**src/rtl/mem_xfer88.sv**
```systemverilog
// rtl/mem_xfer88.sv - byte-serial segment:offset memory transfer engine (READ/WRITE/PUSH/POP)
// Optional feature macro: SEG_WRAP_EN (multi-byte accesses wrap inside the 64 KiB segment).
// Without SEG_WRAP_EN the per-byte offset carries into the linear address.
module mem_xfer88 #(
  parameter int MAXB = 4,
  parameter int LW   = $clog2(MAXB + 1)
) (
  input  logic              clock_i,
  input  logic              reset_i,
  input  logic              locked_i,
  input  logic              req_i,
  input  logic [1:0]        op_i,
  input  logic [LW-1:0]     len_i,
  input  logic [15:0]       seg_i,
  input  logic [15:0]       off_i,
  input  logic [15:0]       sp_in_i,
  input  logic [8*MAXB-1:0] wdata_i,
  output logic [8*MAXB-1:0] rdata_o,
  output logic [15:0]       sp_out_o,
  output logic              sp_we_o,
  output logic              busy_o,
  output logic              done_o,
  output logic [19:0]       address_o,
  input  logic [7:0]        bus_i,
  output logic [7:0]        data_o,
  output logic              wreq_o
);

  localparam logic [1:0] OP_READ  = 2'd0;
  localparam logic [1:0] OP_WRITE = 2'd1;
  localparam logic [1:0] OP_PUSH  = 2'd2;
  localparam logic [1:0] OP_POP   = 2'd3;

  typedef enum logic [1:0] {S_IDLE, S_XFER, S_FIN} state_t;

  state_t            state_q;
  logic [1:0]        op_q;
  logic [LW-1:0]     len_q;
  logic [LW-1:0]     idx_q;
  logic [15:0]       seg_q;
  logic [15:0]       base_q;
  logic [15:0]       sp_nxt_q;
  logic [8*MAXB-1:0] wdata_q;
  logic [8*MAXB-1:0] rdata_q;
  logic [15:0]       sp_out_q;
  logic              sp_we_q;
  logic              busy_q;
  logic              done_q;
  logic [19:0]       address_q;
  logic [7:0]        data_q;
  logic              wreq_q;

  logic [LW-1:0]     len_d;
  logic [LW-1:0]     idx_d;
  logic [15:0]       base_d;
  logic [15:0]       sp_nxt_d;

  // Linear address of byte i of an access starting at seg:b.
  function automatic logic [19:0] lin_addr(input logic [15:0] s, input logic [15:0] b,
                                           input logic [LW-1:0] i);
`ifdef SEG_WRAP_EN
    logic [15:0] e;
    e = b + 16'(i);
    return {s, 4'h0} + {4'h0, e};
`else
    logic [16:0] e;
    e = {1'b0, b} + 17'(i);
    return {s, 4'h0} + {3'h0, e};
`endif
  endfunction

  // Request decode: clamp length, pick base offset and the SP value reported at completion.
  always_comb begin
    len_d    = (len_i > LW'(MAXB)) ? LW'(MAXB) : len_i;
    idx_d    = idx_q + LW'(1);
    base_d   = off_i;
    sp_nxt_d = sp_in_i;
    if (op_i == OP_PUSH) begin
      base_d   = sp_in_i - 16'(len_d);
      sp_nxt_d = sp_in_i - 16'(len_d);
    end else if (op_i == OP_POP) begin
      base_d   = sp_in_i;
      sp_nxt_d = sp_in_i + 16'(len_d);
    end
  end

  // Transfer FSM with registered outputs; locked_i low freezes everything.
  always_ff @(posedge clock_i) begin
    if (reset_i) begin
      state_q   <= S_IDLE;
      op_q      <= OP_READ;
      len_q     <= '0;
      idx_q     <= '0;
      seg_q     <= '0;
      base_q    <= '0;
      sp_nxt_q  <= '0;
      wdata_q   <= '0;
      rdata_q   <= '0;
      sp_out_q  <= '0;
      sp_we_q   <= 1'b0;
      busy_q    <= 1'b0;
      done_q    <= 1'b0;
      address_q <= '0;
      data_q    <= '0;
      wreq_q    <= 1'b0;
    end else if (locked_i) begin
      case (state_q)
        S_IDLE: begin
          if (req_i) begin
            op_q     <= op_i;
            len_q    <= len_d;
            seg_q    <= seg_i;
            base_q   <= base_d;
            sp_nxt_q <= sp_nxt_d;
            wdata_q  <= wdata_i;
            rdata_q  <= '0;
            idx_q    <= '0;
            busy_q   <= 1'b1;
            if (len_d == '0) begin
              // Zero-length: no bus cycle, but stack ops still report SP.
              state_q <= S_FIN;
              done_q  <= 1'b1;
              if (op_i[1]) begin
                sp_we_q  <= 1'b1;
                sp_out_q <= sp_in_i;
              end
            end else begin
              state_q   <= S_XFER;
              address_q <= lin_addr(seg_i, base_d, '0);
              data_q    <= wdata_i[7:0];
              wreq_q    <= (op_i == OP_WRITE) || (op_i == OP_PUSH);
            end
          end
        end
        S_XFER: begin
          if ((op_q == OP_READ) || (op_q == OP_POP)) begin
            rdata_q[{idx_q, 3'b000} +: 8] <= bus_i;
          end
          if (idx_q == len_q - LW'(1)) begin
            state_q <= S_FIN;
            wreq_q  <= 1'b0;
            done_q  <= 1'b1;
            if (op_q[1]) begin
              sp_we_q  <= 1'b1;
              sp_out_q <= sp_nxt_q;
            end
          end else begin
            idx_q     <= idx_d;
            address_q <= lin_addr(seg_q, base_q, idx_d);
            data_q    <= wdata_q[{idx_d, 3'b000} +: 8];
          end
        end
        S_FIN: begin
          state_q <= S_IDLE;
          done_q  <= 1'b0;
          sp_we_q <= 1'b0;
          busy_q  <= 1'b0;
        end
        default: begin
          state_q <= S_IDLE;
          busy_q  <= 1'b0;
          wreq_q  <= 1'b0;
        end
      endcase
    end
  end

  assign rdata_o   = rdata_q;
  assign sp_out_o  = sp_out_q;
  assign sp_we_o   = sp_we_q;
  assign busy_o    = busy_q;
  assign done_o    = done_q;
  assign address_o = address_q;
  assign data_o    = data_q;
  assign wreq_o    = wreq_q;

endmodule

```
**config.mk**
```make
export PLATFORM = sky130hd
export DESIGN_NAME = mem_xfer88
export DESIGN_NICKNAME = d
export VERILOG_FILES = /design/src/rtl/mem_xfer88.sv
export SDC_FILE = /design/constraint.sdc
export NUM_CORES = 1
export LEC_CHECK = 0
export BUFFER_PORTS_ARGS = -buffer_cell sky130_fd_sc_hd__clkbuf_2
export CORE_MARGIN = 2
export CORE_UTILIZATION = 35
export CTS_BUF_LIST = sky130_fd_sc_hd__clkbuf_8
export CTS_CLUSTER_DIAMETER = 100
export DETAILED_ROUTE_END_ITERATION = 8
export PLACE_DENSITY = 0.64
export SKIP_LAST_GASP = 1
export SYNTH_ARGS = -nofsm -noshare
export SYNTH_HDL_FRONTEND = slang
export SYNTH_SLANG_ARGS = --single-unit
export TNS_END_PERCENT = 30
```
**constraint.sdc**
```tcl
create_clock -name clock_i -period 10.14 [get_ports clock_i]
set_input_delay 2.028 -clock clock_i [delete_from_list [all_inputs] [get_ports clock_i]]
set_output_delay 2.028 -clock clock_i [all_outputs]
set_load 0.02 [all_outputs]
```
==> flow_metrics.tcl, run 1 <==
set metrics [dict create \
    fp-row-count 59 \
    p_per_area_nw_per_um2 142 \
    leakagePower_nw 4.34 \
    viasPerCell 5.44 \
    cts-resized-gates 0 \
    setup_tns_ps 0 \
    cts_buffers 17 \
    setup_violations 0 \
    antenna_found_initial 1 \
    hold_viol 0 \
    grt_first_pass_wirelength_um 45500 \
    crit_arrival_ps 6310 \
    holdBufCountCts 0 \
    portBuffers 176 \
    synth_area_leader_cell "dfxtp_1" \
    gp_congestion 0.932 \
    hold_class "reg2reg" \
    grt_pass1_vias 8651 \
    placed_cell_area_um2 10400 \
    clockRootBuffer "clkbuf_8" \
    final_antenna_net_count 0 \
    die-area_um2 28100 \
    ir_worst_vdd_mv 0.0671 \
    drtPass1Iterations 5 \
    switching_power_mw 0.544 \
    drv_cap 0 \
    clk_pin_slew_ps 110 \
    initialDrtViolationCount 683 \
    synth_top_cell_area_share 0.363 \
    area_growth_pct 16.1 \
    clk_latency_ps 490 \
    worstPathRequired_ps 10510 \
    wl_um 28300 \
    ys_top_cells_by_count "254 x nand2_1, 170 x dfxtp_1, 156 x a21oi_1" \
    synth.area.top_cells "dfxtp_1 36%, nand2_1 10%, a21oi_1 8.3%" \
    rsz0062_at_grt "false" \
    async_flop_share 0 \
    fin_crit_sh 0.586 \
    synthFlopType "dfxtp_1" \
    fin_area_um2 10900 \
    critPathMaxStageDelay_ps 780 \
    clk_path_buf_depth 2 \
    preCtsSetupSlack_ps 3700 \
    final_nets 1471 \
    post-dp-hpwl_um 20100 \
    grt_usage 0.200 \
    fmax_ghz 0.168 \
    grt_overflow 0 \
    grt_max_degree 97 \
    worstPathCellList "clkbuf_2, nor2b_1, ha_1, fa_1, nor2b_1, nor3_1, a21oi_1, o21ai_0, nand2_1, ha_1, nor2_1, o31ai_1, a31oi_1, o31ai_1, a22oi_1, xor2_1, a2111oi_0" \
    crit_path_start_kind "primary input" \
    crit_path_max_fanout 9 \
    intPower_mw 1.00 \
    syn_avg_cell_area_um2 7.77 \
    fin_skew_ps 32.1 \
    synth_edf_count 0 \
    cts_tree "yes" \
    worst_pin_slew_ps 1180 \
    synth.most_common_cell "nand2_1" \
    fin_crit_ps 5950 \
    setup_slack_ps 4190 \
    yosysSeqAreaShare 0.363 \
    fin_util 0.416 \
    cts_setup_buffers 0 \
    start_util 0.358 \
    num_io_pins 177 \
    wl_per_cell_um 16.9 \
    slew_headroom 0.214 \
    die_height_um 168 \
    drive_above_1_share 0.180 \
    outcome "completed" \
    synth.cell_area_um2 9380 \
    p_sw_frac 0.352 \
    synth_cells 1207 \
    p_comb_frac 0.197 \
    crit_type "in2reg" \
    yosys_warnings 0 \
    p_seq_frac 0.465 \
    vias 9119 \
    clock-sinks 170 \
    coreArea_um2 26200 \
    synth_nets 1350 \
    crit_slowest_cell "nor3_1" \
    cts.htree.levels 4 \
    ys_ff_latch 170 \
    cp-end-kind "register" \
    report.final.slew_viol_count 0 \
    synth_cell_types 65 \
    drc 0 \
    die_x_um 168 \
    power_frac_clock 0.338 \
]
[registers in the layout, summed over array words and instances (netlist names), 3 cells and up]
name	flops
address_o	20
sp_nxt_q	16
base_q	16
data_o	8
seg_q	16
len_q	3
sp_out_o	16
idx_q	3
wdata_q	32
rdata_o	32
[power by group through the flow]
stage | sequential (mW) | clock [mW] | combinational [mW]
floorplan | 0.743 | 0 | 0.195
global placement | 0.734 | 0 | 0.301
detailed placement | 0.734 | 0 | 0.304
CTS | 0.719 | 0.537 | 0.305
global route | 0.723 | 0.564 | 0.339
finish | 0.719 | 0.523 | 0.305
[critical path, delay by kind of cell]
kind,cells,cell delay [ps]
AO/OA/AOI/OAI,7,1810
XOR/XNOR,1,160
adder cells (fa/ha/maj),3,830
buffers and inverters,1,150
AND/OR/NAND/NOR,5,1330
[logic make-up after synthesis]
family                   synth area share
AO/OA/AOI/OAI                       0.228
XOR/XNOR                           0.0436
adder cells (fa/ha/maj)            0.0646
buffers and inverters              0.0470
flip-flops                          0.363
multiplexers                       0.0288
AND/OR/NAND/NOR                     0.226
[through the flow]
| step | instances | power (mW) | hold slack [ps] |
|---|---|---|---|
| floorplan | 1207 | 0.938 | 432 |
| global placement | 1644 | 1.03 | 439 |
| detailed placement | 1644 | 1.04 | 445 |
| CTS | 1676 | 1.56 | 460 |
| global route | 1677 | 1.63 | 476 |
| finish | 1677 | 1.55 | 458 |
[worst paths after layout]
path | start | end | slack (ps) | cells after the start
min reg2reg | sp_nxt_q[7] | sp_nxt_q[7] | 460 | 2
min | sp_nxt_q[7] | sp_nxt_q[7] | 460 | 2
max | len_i[2] | address_o[17] | 4190 | 17
max reg2reg | idx_q[0] | address_o[18] | 5620 | 10
[layout by cell type (no fill, tap or decap), drive strengths merged, types with 4 or more instances in the layout]
master	instances
or4	6
fa	4
a221oi	8
nor2	101
and3	7
o21bai	6
clkinv	11
nor4	8
nand2b	4
nand3b	6
or3	5
o211ai	14
a32oi	5
dfxtp	170
a311oi	21
clkbuf	192
xnor2	22
o41ai	4
nor3	29
a21oi	156
nand3	31
mux4	8
ha	42
mux2i	9
nand2	254
o21a	16
a31oi	8
a211oi	12
a21o	9
a22oi	22
o31ai	6
o21ai	31
nor2b	14
buf	12
inv	29
nand4	8
xor2	22
[routing by layer]
layer | vias to the layer above | wire length [µm] | track usage
met5 | - | 0 | 0
met4 | 0 | 660 | 0.0681
met3 | 35 | 1420 | 0.0409
met2 | 254 | 13400 | 0.334
met1 | 4322 | 12800 | 0.259
li1 | 4508 | - | -
[cell type report]
| type | count | area, µm² |
|---|---|---|
| antenna | 1 | 2.50 |
| multi-input combinational | 927 | 5560 |
| clock inverter | 15 | 214 |
| clock buffer | 17 | 234 |
| sequential | 170 | 3400 |
| tap | 335 | 419 |
| timing repair buffer | 187 | 966 |
| fill | 2742 | 15300 |
| inverter | 25 | 93.8 |
No activity file was read; power rests on OpenSTA's default activity.
==> run 2, diff against run 1 <==
--- a/config.mk
+++ b/config.mk
@@ -11,7 +11,7 @@
 export CTS_BUF_LIST = sky130_fd_sc_hd__clkbuf_8
 export CTS_CLUSTER_DIAMETER = 100
 export DETAILED_ROUTE_END_ITERATION = 8
-export PLACE_DENSITY = 0.64
+export PLACE_DENSITY = 0.66
 export SKIP_LAST_GASP = 1
 export SYNTH_ARGS = -nofsm -noshare
 export SYNTH_HDL_FRONTEND = slang
==> constraint.sdc (replaced) <==
create_clock -name clock_i -period 5.3 [get_ports clock_i]
set_input_delay 1.06 -clock clock_i [delete_from_list [all_inputs] [get_ports clock_i]]
set_output_delay 1.06 -clock clock_i [all_outputs]
set_load 0.02 [all_outputs]
==> run 2 against run 1 <==
Effect of this change: cell area rose by 0.74%; sequential share of layout area down 0.23 points; largest cell class unchanged; clock-buffer cell count is the same; routed wire length increased by 1.9%; largest power group unchanged.
==> flow_metrics.tcl, run 2 (synthesized netlist as in run 1, its figures left out) <==
set metrics [dict create \
    portBuffers 176 \
    worst_pin_slew_ps 1170 \
    n_fill_cell 2682 \
    rsz0062_at_grt "false" \
    fmax_ghz 0.212 \
    worstPathRequired_ps 5660 \
    drc 0 \
    clk_path_buf_depth 2 \
    ff2ff_setup_slack_ps 1720 \
    setup_slack_ps 576 \
    min_from "wdata_q[30]" \
    initialDrtViolationCount 610 \
    outcome "completed" \
    die_height_um 168 \
    crit_arrival_ps 5090 \
    vias 9262 \
    leakagePower_nw 4.39 \
    fin_skew_ps 36.2 \
    p_total_mw 3.00 \
    antenna_found_initial 2 \
    rr_startpoint "idx_q[0]" \
    multiInputGateArea_um2 5560 \
    cts-resized-gates 0 \
    slew_headroom 0.221 \
    clockRootBuffer "clkbuf_8" \
    hold_ws_ps 459 \
    cts_setup_buffers 0 \
    final_antenna_net_count 0 \
    fin_crit_sh 0.891 \
    hold_class "reg2reg" \
    p_per_area_nw_per_um2 274 \
    wl_um 28800 \
    report.final.slew_viol_count 0 \
    cts.htree.levels 4 \
    grt_max_degree 71 \
    grt_first_pass_wirelength_um 45600 \
    crit_path_start_kind "primary input" \
    r2r_cells 11 \
    drtPass1Iterations 5 \
    final_common_cell "nand2_1" \
    hold_viol 0 \
    cp-end-kind "register" \
    crit_path_max_fanout 6 \
    num_io_pins 177 \
    grt_overflow 0 \
    cts_tree "yes" \
    gp_congestion 0.924 \
    grt_usage 0.203 \
    clock-sinks 170 \
    reg2reg_to "address_o[18]" \
    die-area_um2 28100 \
    holdBufCountCts 0 \
    fp-row-count 59 \
    preCtsSetupSlack_ps -123 \
    drive_above_1_share 0.186 \
    start_util 0.358 \
    fin_crit_ps 4720 \
    setup_violations 0 \
    area_growth_pct 17.0 \
    coreArea_um2 26200 \
    final_cell_mix "254 x nand2_1, 175 x clkbuf_2, 170 x dfxtp_1" \
    clk_latency_ps 500 \
    ir_worst_vdd_mv 0.167 \
    die_x_um 168 \
    post-dp-hpwl_um 20800 \
    cts_buffers 17 \
    seq_area_um2 3400 \
    wl_per_cell_um 17.1 \
    hold_end "wdata_q[30]" \
    final_nets 1479 \
    viasPerCell 5.49 \
    grt_pass1_vias 8746 \
    crit_type "in2reg" \
    min_path_cells 2 \
    clk_pin_slew_ps 110 \
    drv_cap 0 \
]
==> run 2: changes by cell type in the layout (fill, tap and decap cells not counted), sizes merged <==
cell,delta
inv,+6
diode,+1
clkinv,-6
buf,+8
==> run 2: cell type report <==
class / instances / share of cell area
Antenna cell: 2 / 0.000456
Clock buffer: 17 / 0.0213
Clock inverter: 15 / 0.0195
Inverter: 25 / 0.00855
Multi-Input combinational cell: 927 / 0.507
Sequential cell: 170 / 0.310
Tap cell: 335 / 0.0382
Timing Repair Buffer: 195 / 0.0947
==> run 2: stage by stage <==
| stage | instances | utilization | setup TNS (ps) | cell area, µm² |
|---|---|---|---|---|
| global placement | 1652 | 0.401 | 0 | 10500 |
| finish | 1686 | 0.419 | 0 | 11000 |
| floorplan | 1207 | - | 0 | 9380 |
| detailed placement | 1652 | 0.401 | -204 | 10500 |
| CTS | 1684 | 0.418 | 0 | 11000 |
| global route | 1686 | 0.419 | 0 | 11000 |
==> run 2: worst max-delay path, stage by stage <==
cell and delay, ps:
clkbuf_2 140, nor2b_1 220, ha_1 240, fa_1 200, nor2b_1 90, nor4b_1 610
a31oi_1 170, o21a_1 160, ha_1 330, nand2_1 90, o31ai_1 520, a31oi_1 210
o31ai_1 350, a21oi_1 140, xor2_1 160, a2111oi_0 400
==> run 2: how the worst max path moves through the flow <==
stage                         from             to  slack [ps]  cells past startpoint
after floorplan           len_i[2]  address_o[17]         820                     16
after global placement    len_i[2]  address_o[17]          10                     17
after detailed placement  len_i[2]  address_o[19]        -120                     17
after CTS                 len_i[2]  address_o[19]         400                     17
after global routing      len_i[2]  address_o[19]         230                     18
final                     len_i[2]  address_o[19]         580                     16
==> run 2: power by group <==
part | total, mW | switching, mW | internal (mW)
Clock | 1.03 | 0.644 | 0.386
Sequential | 1.37 | 0.0385 | 1.34
Combinational | 0.597 | 0.383 | 0.213
==> run 2: metal layers <==
layer  routed length [µm]  share of wire  vias up  GRT usage
met2                14000           0.48      293      0.342
met3                 1710          0.059       40     0.0437
met4                  581          0.020        0     0.0711
li1                     -              -     4528          -
met5                    0              0        -          0
met1                12600           0.44     4401      0.256
